===== config.mk =====
export PLATFORM = sky130hd
export DESIGN_NAME = counter_seq_ctrl
export DESIGN_NICKNAME = d
export VERILOG_FILES = /design/src/rtl/counter_seq_pkg.sv /design/src/rtl/counter_seq_ctrl.sv
export SDC_FILE = /design/constraint.sdc
export NUM_CORES = 1
export LEC_CHECK = 0
export CAP_MARGIN = 20
export CORE_UTILIZATION = 48
export DETAILED_ROUTE_END_ITERATION = 6
export PLACE_DENSITY = 0.79
export SETUP_SLACK_MARGIN = 0.02
export SLEW_MARGIN = 20
export SYNTH_ARGS = -nofsm -noshare
export SYNTH_HDL_FRONTEND = slang
export SYNTH_SLANG_ARGS = --single-unit

===== constraint.sdc =====
create_clock -name clk -period 2.7 [get_ports clk]
set_clock_uncertainty 0.2 [all_clocks]
set_input_delay 0.405 -clock clk [delete_from_list [all_inputs] [get_ports clk]]
set_output_delay 0.405 -clock clk [all_outputs]
set_load 0.1 [all_outputs]

===== src/rtl/counter_seq_pkg.sv =====
// -----------------------------------------------------------------------------
// counter_seq_pkg
// Shared definitions for the counter sequencing controller: state encoding,
// default data/hold widths and the RUN watchdog limit.
// -----------------------------------------------------------------------------
package counter_seq_pkg;

    typedef enum logic [1:0] {
        ST_IDLE = 2'd0,
        ST_LOAD = 2'd1,
        ST_RUN  = 2'd2,
        ST_SHOW = 2'd3
    } state_t;

    localparam int WIDTH_DEF  = 8;
    localparam int HOLD_W_DEF = 4;

    // Watchdog counts unpaused RUN cycles; a run that has not matched after
    // this many of them is declared stuck.
    localparam int              WD_W     = 9;
    localparam logic [WD_W-1:0] WD_LIMIT = 9'd256;

endpackage


===== src/rtl/counter_seq_ctrl.sv =====
// -----------------------------------------------------------------------------
// counter_seq_ctrl
// Sequences an external load/enable counter through one run:
// IDLE -> LOAD (load start value) -> RUN (count up to end value, wrap legal)
// -> SHOW (output enable for hold_cycles+1 cycles, done on the last) -> IDLE.
// A watchdog aborts RUN with a sticky err if the counter never reaches the
// end value within 256 unpaused cycles.
//
// Ports
//   clk, rst          clock, asynchronous active-high reset
//   start             request a run (accepted only in IDLE with abort low)
//   abort             return to IDLE from any busy state, no done
//   pause             freeze counting during RUN
//   start_val/end_val counter start and terminal values (captured on start)
//   hold_cycles       SHOW length minus one (captured on start)
//   cnt_q             current value of the external counter
//   cnt_load          counter load strobe (LOAD only)
//   cnt_load_data     captured start value
//   cnt_en            counter increment enable (RUN, Mealy on cnt_q/pause)
//   cnt_oe            counter output enable (SHOW)
//   busy              high in every state except IDLE
//   done              one-cycle completion pulse
//   err               sticky watchdog error
//   state             current state encoding
// -----------------------------------------------------------------------------
module counter_seq_ctrl
    import counter_seq_pkg::*;
#(
    parameter int WIDTH  = WIDTH_DEF,
    parameter int HOLD_W = HOLD_W_DEF
) (
    input  logic              clk,
    input  logic              rst,
    input  logic              start,
    input  logic              abort,
    input  logic              pause,
    input  logic [WIDTH-1:0]  start_val,
    input  logic [WIDTH-1:0]  end_val,
    input  logic [HOLD_W-1:0] hold_cycles,
    input  logic [WIDTH-1:0]  cnt_q,
    output logic              cnt_load,
    output logic [WIDTH-1:0]  cnt_load_data,
    output logic              cnt_en,
    output logic              cnt_oe,
    output logic              busy,
    output logic              done,
    output logic              err,
    output logic [1:0]        state
);

    state_t            r_state;
    state_t            w_next_state;
    logic [WIDTH-1:0]  r_start_reg;
    logic [WIDTH-1:0]  r_end_reg;
    logic [HOLD_W-1:0] r_hold_reg;
    logic [HOLD_W-1:0] r_hold_cnt;
    logic [WD_W-1:0]   r_wd_cnt;
    logic [WD_W-1:0]   w_wd_inc;
    logic              r_err;
    logic              w_capture;
    logic              w_wd_trip;
    logic              w_match;
    logic              w_hold_last;

    assign w_match     = (cnt_q == r_end_reg);
    assign w_hold_last = (r_hold_cnt == r_hold_reg);
    assign w_wd_inc    = r_wd_cnt + 9'd1;

    // Next-state selection; abort overrides every other transition.
    always_comb begin
        w_next_state = r_state;
        w_capture    = 1'b0;
        w_wd_trip    = 1'b0;
        case (r_state)
            ST_IDLE: begin
                if (start && !abort) begin
                    w_capture    = 1'b1;
                    w_next_state = ST_LOAD;
                end else begin
                    w_next_state = ST_IDLE;
                end
            end
            ST_LOAD: begin
                if (abort) begin
                    w_next_state = ST_IDLE;
                end else begin
                    w_next_state = ST_RUN;
                end
            end
            ST_RUN: begin
                if (abort) begin
                    w_next_state = ST_IDLE;
                end else if (w_match) begin
                    w_next_state = ST_SHOW;
                end else if (!pause && (w_wd_inc == WD_LIMIT)) begin
                    // This is the 256th unpaused cycle without a match.
                    w_wd_trip    = 1'b1;
                    w_next_state = ST_IDLE;
                end else begin
                    w_next_state = ST_RUN;
                end
            end
            ST_SHOW: begin
                if (abort || w_hold_last) begin
                    w_next_state = ST_IDLE;
                end else begin
                    w_next_state = ST_SHOW;
                end
            end
            default: begin
                w_next_state = ST_IDLE;
            end
        endcase
    end

    // Counter strobes and completion pulse decoded from the current state.
    always_comb begin
        cnt_load = 1'b0;
        cnt_en   = 1'b0;
        cnt_oe   = 1'b0;
        done     = 1'b0;
        case (r_state)
            ST_IDLE: begin
                cnt_load = 1'b0;
            end
            ST_LOAD: begin
                cnt_load = 1'b1;
            end
            ST_RUN: begin
                // Mealy: stop incrementing on the very cycle cnt_q hits the end.
                cnt_en = ~w_match & ~pause;
            end
            ST_SHOW: begin
                cnt_oe = 1'b1;
                done   = w_hold_last & ~abort;
            end
            default: begin
                cnt_load = 1'b0;
            end
        endcase
    end

    assign cnt_load_data = r_start_reg;
    assign busy          = (r_state != ST_IDLE);
    assign err           = r_err;
    assign state         = r_state;

    // State, captured run parameters, hold/watchdog counts and sticky error.
    always_ff @(posedge clk or posedge rst) begin
        if (rst) begin
            r_state     <= ST_IDLE;
            r_start_reg <= '0;
            r_end_reg   <= '0;
            r_hold_reg  <= '0;
            r_hold_cnt  <= '0;
            r_wd_cnt    <= '0;
            r_err       <= 1'b0;
        end else begin
            r_state <= w_next_state;

            if (w_capture) begin
                r_start_reg <= start_val;
                r_end_reg   <= end_val;
                r_hold_reg  <= hold_cycles;
            end else begin
                r_start_reg <= r_start_reg;
                r_end_reg   <= r_end_reg;
                r_hold_reg  <= r_hold_reg;
            end

            if (w_capture) begin
                r_err <= 1'b0;
            end else if (w_wd_trip) begin
                r_err <= 1'b1;
            end else begin
                r_err <= r_err;
            end

            // Held at zero outside RUN so every RUN entry starts from zero.
            if (r_state != ST_RUN) begin
                r_wd_cnt <= '0;
            end else if (!pause && !w_match) begin
                r_wd_cnt <= w_wd_inc;
            end else begin
                r_wd_cnt <= r_wd_cnt;
            end

            if (r_state != ST_SHOW) begin
                r_hold_cnt <= '0;
            end else if (!w_hold_last) begin
                r_hold_cnt <= r_hold_cnt + {{(HOLD_W-1){1'b0}}, 1'b1};
            end else begin
                r_hold_cnt <= r_hold_cnt;
            end
        end
    end

endmodule


# Yosys cells after proc, flatten, opt, wreduce, memory -nomap -nowiden
# Index checks and enable logic that the tools add are counted.
[totals]
register_bits = 36
in_bits = 33
elab_cells = 57
[classes]
add_sub_neg = 2
eq_ne = 9
n_mux = 23
bitwise = 5
n_reduce_logical = 11
[op_table]
columns = ["operator", "n"]
rows = [
  ["$mux 9", 2],
  ["$mux 1", 13],
  ["$mux 2", 5],
  ["$add 9x1->9 const B", 1],
  ["$eq 9x9->1 const B", 1],
  ["$eq 8x8->1", 1],
  ["$mux 4", 2],
  ["$pmux 2 s4", 1],
  ["$reduce_bool 2->1", 3],
  ["$add 4x1->4 const B", 1],
  ["$eq 2x2->1 const B", 2],
  ["$eq 4x4->1", 1],
  ["$ne 2x2->1 const B", 2],
  ["$logic_and 1x1->1", 3],
  ["$logic_not 1->1", 3],
  ["$not 1->1", 3],
  ["$and 1x1->1", 2],
  ["$eq 2x1->1 const B", 1],
  ["$logic_not 2->1", 1],
  ["$ne 2x1->1 const B", 1],
  ["$logic_or 1x1->1", 1],
]

# Depth between registers and ports, before layout
# Gate-level depths: netlist (run 1).
[logic_depth]
word_depth = 9
depth_mapped = 6
mapped_depth_nobuf = 6

# Worst setup path before layout (run 1)
# No wires, ideal clock.
[synth_timing]
kind = "reg2out"
from = "register r_state[0], in the netlist state[0]"
to = "output port done"
t_arrival_ns = 3.381
required_time_ns = 2.095
setup_slack_ns = -1.286
stages_incl_launch_ff = 5
n_path_buf = 0
cell_sequence = "dfrtp_1 > nand2_1 > inv_1 > nand2_1 > nor2_1"
[synth_via]
elab_chain_len = 2
[synth_lines]
columns = ["element", "line_no", "text"]
rows = [
  ["from (decl)", "counter_seq_ctrl.sv:51", "state_t r_state;"],
  ["from (signal assigned)", "counter_seq_ctrl.sv:159", "r_state <= w_next_state;"],
  ["$eq 2x2->1", "counter_seq_ctrl.sv:122", "case (r_state)"],
  ["$mux 1", "counter_seq_ctrl.sv:122", ""],
  ["to (decl)", "counter_seq_ctrl.sv:46", "output logic done,"],
]
# Every way passes these cells.

# Worst setup path in the final report (run 1)
[layout_timing]
from = "input port cnt_q[3]"
to = "output port cnt_en"
[layout_via]
elab_chain_len = 4
[layout_lines]
columns = ["element", "line_no", "text"]
rows = [
  ["from (decl)", "counter_seq_ctrl.sv:40", "input logic [WIDTH-1:0] cnt_q,"],
  ["$eq 8x8->1", "counter_seq_ctrl.sv:65", "assign w_match = (cnt_q == r_end_reg);"],
  ["$not 1->1", "counter_seq_ctrl.sv:131", "cnt_en = ~w_match & ~pause;"],
  ["$and 1x1->1", "counter_seq_ctrl.sv:131", ""],
  ["$mux 1", "counter_seq_ctrl.sv:122", ""],
  ["to (decl)", "counter_seq_ctrl.sv:43", "output logic cnt_en,"],
]
# Every way passes these cells.

==> flow_summary.toml, run 1 <==
[run_status]
status = "completed"

[hold_path]
min_path_type = "reg -> reg"

[sta]
hold_viol_final = 0
fin_crit_ps = 2450
rsz0062_at_grt = "no"
finalSetupTns_ps = 0
worst-slew-pin-transition_ps = 450
timing.final.crit_share = 0.906
drv_slew = 0
fmax_mhz = 409
slew_headroom = 0.700
final-setup-viol-count = 0

[clock_network]
htree_levels = 2
cts_resized = 0
cts_hold_buf = 0
clk_pin_slew_worst_paths_ps = 70
cts_setup_buffers = 0
cts_buffers = 5
cts_tree = "done"
clk_latency_ps = 290
clk_path_buf_depth = 2
root_buffer = "clkbuf_8"
cts.sinks = 36

[grt]
grtUsageTotal = 0.223
grt_pass1_vias = 1532
antenna_found_initial = 0
gr-total-overflow = 0
grt_max_degree = 37
grt_pass1_wl_um = 6950

[synthesis]
synth_fa_ha_area_frac = 0.0197
synth-seq-cells = 36
synth_edf_count = 0
synth_top_family_by_area = "simple AND/OR/NAND/NOR gates"
synth_area_per_cell_um2 = 11.9
synthSimpleGateAreaFrac = 0.169
syn_inst = 160
synthMuxAreaShare = 0.131
synth.distinct_cells = 40
synth_area_um2 = 1910
synth_nets = 196
synth_warnings = 0
synth_flop_cell = "dfrtp_1"
synth_xor_area_frac = 0.101
synth_compound_area_frac = 0.0827
synthArstFlopShare = 1.00
synth-seq-area-share = 0.473

[setup_path]
r2r_slack_ps = 560
critPathArrivalTime_ps = 1840
worstSetupPathType = "in -> out"
r2r_start = "r_wd_cnt[0]"
critical_path.endpoint = "cnt_en"
reg2reg_to = "state[1]"
startpoint_type = "input pin"
worstPathMaxFanout = 6
reg2reg_depth = 6
setup.worst_path.start = "cnt_q[3]"
crit_path_end_kind = "output port"
cp_data_required_time_ps = 2100

[route]
dr.pass1.iters = 4
viasPerCell = 5.48
vias = 1451
drc_errors = 0
wl_per_cell_um = 14.9
postRouteAntennaNets = 0
drt_iter0_drc = 94
wl_um = 3950

[pwr]
power.switching_mw = 0.636
peakVddDrop_mv = 0.661
power_frac_comb = 0.341
p_leak_nw = 1.07
p_int_mw = 1.08
power.share.clock = 0.271
power_density_nw_per_um2 = 668
sw_frac_of_total = 0.370
p_seq_frac = 0.388

[cells_and_area]
n_antenna_cell = 0
fillers = 280
area_growth_pct = 34.7
final_cells = 265
fin_util = 0.685
largest_reg_flops = 9
postLayoutCellArea_um2 = 2570
multi_input_area_um2 = 977
finalNetCount = 252
seq_area_um2 = 903
drive_gt1_frac = 0.290

[place]
dp_hpwl_um = 2920
place_inst = 257
gp_congestion = 0.807
place_area_um2 = 2460
port_buffers = 48

[job]
cap_violations = 0

[floorplanning]
core_um2 = 3740
die_x_um = 65.0
start_util = 0.509
die_y_um = 65.0
die_area_um2 = 4230
io_pins = 49
rows = 22
[power groups by stage]
stage	Sequential [mW]	Clock, mW	Combinational [mW]
after floorplan	0.888	0	0.216
after global placement	0.669	0	0.579
after detailed placement	0.675	0	0.589
after CTS	0.666	0.474	0.591
after global routing	0.673	0.498	0.615
final	0.665	0.465	0.585
[layout make-up]
cell class | instances | share of cell area
Inverter | 3 | 0.00585
Multi-Input combinational cell | 117 | 0.381
Clock buffer | 6 | 0.0283
Tap cell | 48 | 0.0234
Timing Repair Buffer | 53 | 0.196
Sequential cell | 36 | 0.352
Clock inverter | 2 | 0.0137
[cell usage in the layout, fill, tap and decap left out, drive strengths merged, types with 3 or more instances in the layout]
cell	netlist	layout
dfrtp	36	36
clkdlybuf4s50	0	32
buf	1	21
mux2	20	20
xor2	14	14
nor2	13	13
nand2	12	12
xnor2	8	8
a211oi	6	6
clkbuf	2	6
a21oi	4	4
nor4	4	4
nand3	3	3
ha	3	3
nor2b	3	3
and4	3	3
[per-layer routing]
layer  wire [um]  share of wire  global-route usage  up-vias
met5           0              0                   0        -
met1        1610           0.41               0.247      713
li1            -              -                   -      681
met4          97          0.025               0.117        0
met2        2060           0.52               0.385       47
met3         183          0.046              0.0634       10
[worst min-delay path by stage]
stage | startpoint | end | cells after the start
6_report | cnt_load_data[0] | cnt_load_data[0] | 1
5_1_grt | cnt_load_data[0] | cnt_load_data[0] | 1
4_1_cts | cnt_load_data[0] | cnt_load_data[0] | 1
3_5_place_dp | cnt_load_data[2] | cnt_load_data[2] | 1
3_3_place_gp | cnt_load_data[0] | cnt_load_data[0] | 1
2_1_floorplan | abort | state[0] | 1
[cells in the mapped netlist, types with 2 or more instances]
cell	instances	share of area
or3_1	2	0.0066
a21oi_1	4	0.011
ha_1	3	0.020
or2b_2	2	0.0092
mux2_1	5	0.030
mux2_2	15	0.089
nor3_1	2	0.0053
dfrtp_1	36	0.47
xnor2_1	8	0.037
nor2b_1	3	0.0099
and4_1	2	0.0092
nand3_1	3	0.0079
nand2_1	12	0.024
or2_2	2	0.0066
inv_1	3	0.0059
xor2_1	14	0.064
a211oi_1	6	0.024
nor2_1	13	0.026
nor4_4	3	0.033
o21ai_0	2	0.0053
[metrics by stage]
stage          setup WS [ps]  hold WS, ps  total power [mW]
2_1_floorplan           18.4          267              1.10
3_3_place_gp             294          272              1.25
3_5_place_dp             257          280              1.26
4_1_cts                  247          298              1.73
5_1_grt                  189          309              1.79
6_report                 253          291              1.72
[cells by family after synthesis]
kind of cell / after synthesis
flops: 36
buf+inv: 7
fa+ha+maj: 3
mux: 22
xor+xnor: 22
simple gates: 50
compound gates: 20
[critical path, cell delays in order]
cell and delay, ps:
clkdlybuf4s50_1 480, xor2_1 260, nor4_4 90, a21o_2 250, nor2_2 160, buf_12 200
(Power assumes the default switching activity.)
==> inputs of run 2 (changes only) <==
Settings changed: ABC_AREA from default to 1.
==> run 2 against run 1 <==
Net effect:
- clock power decreased by 13%
- global-route usage decreased by 1.5 points
- sequential power increased by 3.5%
- sequential share of layout area increased by 1.1 points
- synthesized area decreased by 2.6%
- total power increased by 2.2%
- wire length decreased by 4.9%
==> flow_summary.toml, run 2 <==
[run_status]
status = "completed"

[clock_network]
clk_latency_ps = 280
clk_path_buf_depth = 2
root_buffer = "clkbuf_8"
cts_resized = 0
cts_tree = "done"
htree_levels = 2
clk_pin_slew_worst_paths_ps = 60
cts_setup_buffers = 0
cts_buffers = 5
cts.sinks = 36
cts_hold_buf = 0

[synthesis]
synth_most_common_cell = "nand2_1"
synth-seq-cells = 36
synth.top_cells.by_count = "nand2_1 (95), dfrtp_1 (36), inv_1 (20)"
synth.distinct_cells = 24
synth-seq-area-share = 0.486
synth_area_per_cell_um2 = 7.83
synth_area_um2 = 1860
synth_top_area_frac = 0.486
synth_nets = 273
synth_flop_cell = "dfrtp_1"
syn_inst = 237
synthArstFlopShare = 1.00
synth_area_leaders = "dfrtp_1 (49%), nand2_1 (19%), inv_1 (4.0%)"
synth_edf_count = 0
synth_warnings = 0
synth_top_area_cell = "dfrtp_1"

[setup_path]
critPathArrivalTime_ps = 1740
worstSetupPathType = "in -> out"
crit_path_end_kind = "output port"
worstPathMaxFanout = 7
cp_data_required_time_ps = 2100
startpoint_type = "input pin"

[route]
wl_um = 3760
wl_per_cell_um = 11.1
postRouteAntennaNets = 0
vias = 1589
drt_iter0_drc = 51
dr.pass1.iters = 4
viasPerCell = 4.69
drc_errors = 0

[pwr]
power_density_nw_per_um2 = 706
p_leak_nw = 1.20
peakVddDrop_mv = 0.504

[sta]
slew_headroom = 0.697
rsz0062_at_grt = "no"
fin_crit_ps = 2350
fmax_mhz = 426
timing.final.crit_share = 0.870
final-setup-viol-count = 0
hold_slack_ps = 282
worst-slew-pin-transition_ps = 455
finalSetupTns_ps = 0
hold_viol_final = 0
drv_slew = 0

[hold_path]
min_path_type = "reg -> reg"

[cells_and_area]
largest_reg_flops = 9
area_growth_pct = 33.9
final_cell_mix = "nand2_1 (95), dfrtp_1 (36), clkdlybuf4s50_1 (32), inv_1 (20), buf_4 (16)"
drive_gt1_frac = 0.165
finalNetCount = 327
final_common_cell = "nand2_1"
n_antenna_cell = 0
final_cells = 339

[floorplanning]
start_util = 0.503
die_x_um = 64.2
die_y_um = 64.2
core_um2 = 3690
io_pins = 49
rows = 22
die_area_um2 = 4120

[place]
place_inst = 332
port_buffers = 48
dp_hpwl_um = 2770
gp_congestion = 0.881

[grt]
grt_pass1_vias = 1547
grt_max_degree = 37
grtUsageTotal = 0.208
antenna_found_initial = 0
gr-total-overflow = 0
grt_pass1_wl_um = 6550

[job]
cap_violations = 0
## run 2: changes by cell type in the layout (fill, tap and decap cells not counted), sizes merged, moves of 4 or more
cell | previous run | this run
xor2 | 14 | 3
nand3 | 3 | 14
nor4 | 4 | 0
a211oi | 6 | 0
nor2 | 13 | 18
nand2 | 12 | 97
mux2 | 20 | 0
inv | 2 | 29
o21ai | 2 | 13
## run 2: final cells by class
type	instances	area (um^2)
clock buffers	7	96.3
fillers	316	1200
inverters	29	109
multi-input cells	169	837
flip-flops and latches	36	901
well taps	48	60.1
repair buffers	50	480
## run 2: power by group
part	internal (mW)	switching, mW
Combinational	0.185	0.477
Clock	0.227	0.176
Sequential	0.626	0.0616
## run 2: kinds of logic after synthesis
| group | Yosys count | share of synthesized area |
|---|---|---|
| adder cells (fa/ha/maj) | 3 | 0.0202 |
| flip-flops | 36 | 0.486 |
| AO/OA/AOI/OAI | 20 | 0.0573 |
| XOR/XNOR | 11 | 0.0519 |
| buffers and inverters | 32 | 0.0661 |
| AND/OR/NAND/NOR | 135 | 0.319 |
## run 2: per-stage QoR
step | power, mW | util | setup WS [ps] | cell area (um^2)
2_1_floorplan | 1.19 | - | -109 | 1860
3_3_place_gp | 1.35 | 0.647 | 378 | 2390
3_5_place_dp | 1.36 | 0.647 | 353 | 2390
4_1_cts | 1.77 | 0.673 | 347 | 2480
5_1_grt | 1.84 | 0.673 | 200 | 2480
6_report | 1.75 | 0.673 | 352 | 2480
## run 2: final timing paths
| check | start | end | slack [ps] | cells after the start |
|---|---|---|---|---|
| min | cnt_load_data[6] | cnt_load_data[6] | 280 | 2 |
| max | cnt_q[5] | cnt_en | 350 | 10 |
| min in group asynchronous | rst | r_end_reg[5] | 320 | 3 |
| min reg2reg | cnt_load_data[6] | cnt_load_data[6] | 280 | 2 |
| max in group asynchronous | rst | r_hold_cnt[3] | 1650 | 3 |
| max reg2reg | r_wd_cnt[1] | state[1] | 900 | 10 |
## run 2: layer usage
layer  up-vias  part of all wire  GRT usage
met5         -                 0          0
met4         0             0.017     0.0861
met3         5             0.036     0.0446
met2        32              0.49      0.363
met1       713              0.45      0.247
li1        839                 -          -
## run 2: worst max-delay path, stage by stage
cell and delay (ps):
clkdlybuf4s50_1 480, inv_1 40, nand2_1 50, nand2_1 40, nand2_1 60, nor2_1 60, nand2_1 100, nand2_4 80
nor2_4 200, buf_12 210
==> inputs of run 3 (changes only) <==
Settings changed: REMOVE_ABC_BUFFERS from default to 1.
==> run 3 against run 2 <==
Net effect:
- flip-flop and latch count did not move
- critical path type is now reg -> out
- sequential share of layout area fell by 0.15 points
- fmax fell by 2.5%
==> flow_summary.toml, run 3 (synthesized netlist as in run 2, its figures left out) <==
[run_status]
status = "completed"

[floorplanning]
start_util = 0.503
core_um2 = 3690
die_area_um2 = 4120
die_y_um = 64.2
rows = 22
die_x_um = 64.2
io_pins = 49

[setup_path]
critPathTopFamily = "simple AND/OR/NAND/NOR gates"
critPathArrivalTime_ps = 1800
cp_common_cell = "nor2_1"
path_buf_inv = 2
crit_path_end_kind = "output port"
crit_path_max_incr_delay_ps = 440
crit_slowest_cell = "dfrtp_1"
r2r_slack_ps = 840
crit_path_cell_trace = "xnor2_1 -> nand4_1 -> nor2_1 -> inv_1 -> nor2_1 -> buf_12"
worstSetupPathType = "reg -> out"
worstPathMaxFanout = 8
cp_data_required_time_ps = 2100
startpoint_type = "flop"

[grt]
grt_use_met1 = 0.271
use_met2 = 0.358
grt_pass1_vias = 1593
grtUsageTotal = 0.220
met3_usage = 0.0786
grt_pass1_wl_um = 6920
grt_max_degree = 37
busiest_layer = "met2"
gr-total-overflow = 0
antenna_found_initial = 0

[cells_and_area]
seq_area_um2 = 901
final_common_cell = "nand2_1"
drive_gt1_frac = 0.161
n_antenna_cell = 0
largest_reg_flops = 9
area_growth_pct = 34.4
final_cell_mix = "nand2_1 (95), dfrtp_1 (36), clkdlybuf4s50_1 (32), inv_1 (20), buf_4 (16)"
final_cells = 340
finalNetCount = 327
multi_input_area_um2 = 832
fillers = 336

[route]
wl_per_cell_um = 11.5
drt_iter0_drc = 96
wl_um = 3910
postRouteAntennaNets = 0
dr.pass1.iters = 4
viasPerCell = 4.74
drc_errors = 0
vias = 1613

[place]
gp_congestion = 0.819
dp_hpwl_um = 2800
place_inst = 332
pre_cts_ws_ps = 337
port_buffers = 48

[sta]
slew_headroom = 0.701
fmax_mhz = 415
worst-slew-pin-transition_ps = 449
drv_slew = 0
finalSetupTns_ps = 0
final-setup-viol-count = 0
rsz0062_at_grt = "no"
fin_crit_ps = 2410
worst_slack_ps = 292
hold_viol_final = 0
hold_slack_ps = 295
timing.final.crit_share = 0.892

[job]
cap_violations = 0

[pwr]
p_leak_nw = 1.20
power_density_nw_per_um2 = 730
peakVddDrop_mv = 0.595

[clock_network]
clk_path_buf_depth = 2
cts_tree = "done"
clk_latency_ps = 290
root_buffer = "clkbuf_8"
cts_resized = 0
cts.sinks = 36
cts_hold_buf = 0
clk_pin_slew_worst_paths_ps = 70
cts_buffers = 5
htree_levels = 2
cts_setup_buffers = 0

[hold_path]
min_path_type = "reg -> reg"
-- run 3: power breakdown --
| group | leakage, nW | internal (mW) | total (mW) | switching (mW) |
|---|---|---|---|---|
| logic | 0.676 | 0.184 | 0.654 | 0.470 |
| clock network | 0.0541 | 0.273 | 0.471 | 0.198 |
| registers | 0.469 | 0.626 | 0.694 | 0.0680 |
-- run 3: worst paths after layout --
path	from	endpoint	cells past startpoint
worst max-delay path	r_hold_cnt[0]	done	6
worst min-delay path	cnt_load_data[0]	cnt_load_data[0]	2
worst max register to register	r_wd_cnt[1]	state[1]	10
worst min register to register	cnt_load_data[0]	cnt_load_data[0]	2
max in group asynchronous	rst	r_hold_cnt[2]	3
min in group asynchronous	rst	cnt_load_data[2]	3
-- run 3: final cells by class --
type,count,share of cell area
inverter,29,0.0437
clock buffer,5,0.0276
sequential,36,0.361
multi-input combinational,169,0.334
tap,48,0.0241
timing repair buffer,50,0.193
clock inverter,3,0.0171
-- run 3: tightest hold or removal path, delay by kind of cell (launching register included) --
family        cells  cell delay (ps)
flops             1              360
simple gates      2              110
-- run 3: layer usage --
| metal | part of all wire | up-vias |
|---|---|---|
| met5 | 0 | - |
| met1 | 0.47 | 720 |
| met2 | 0.45 | 45 |
| met3 | 0.064 | 7 |
| met4 | 0.015 | 0 |
| li1 | - | 841 |
-- run 3: per-stage QoR --
step,area [um^2],total power [mW],utilization
floorplan,1840,1.18,-
global placement,2380,1.35,0.646
detailed placement,2380,1.36,0.646
CTS,2490,1.83,0.676
global route,2490,1.91,0.676
finish,2490,1.82,0.676
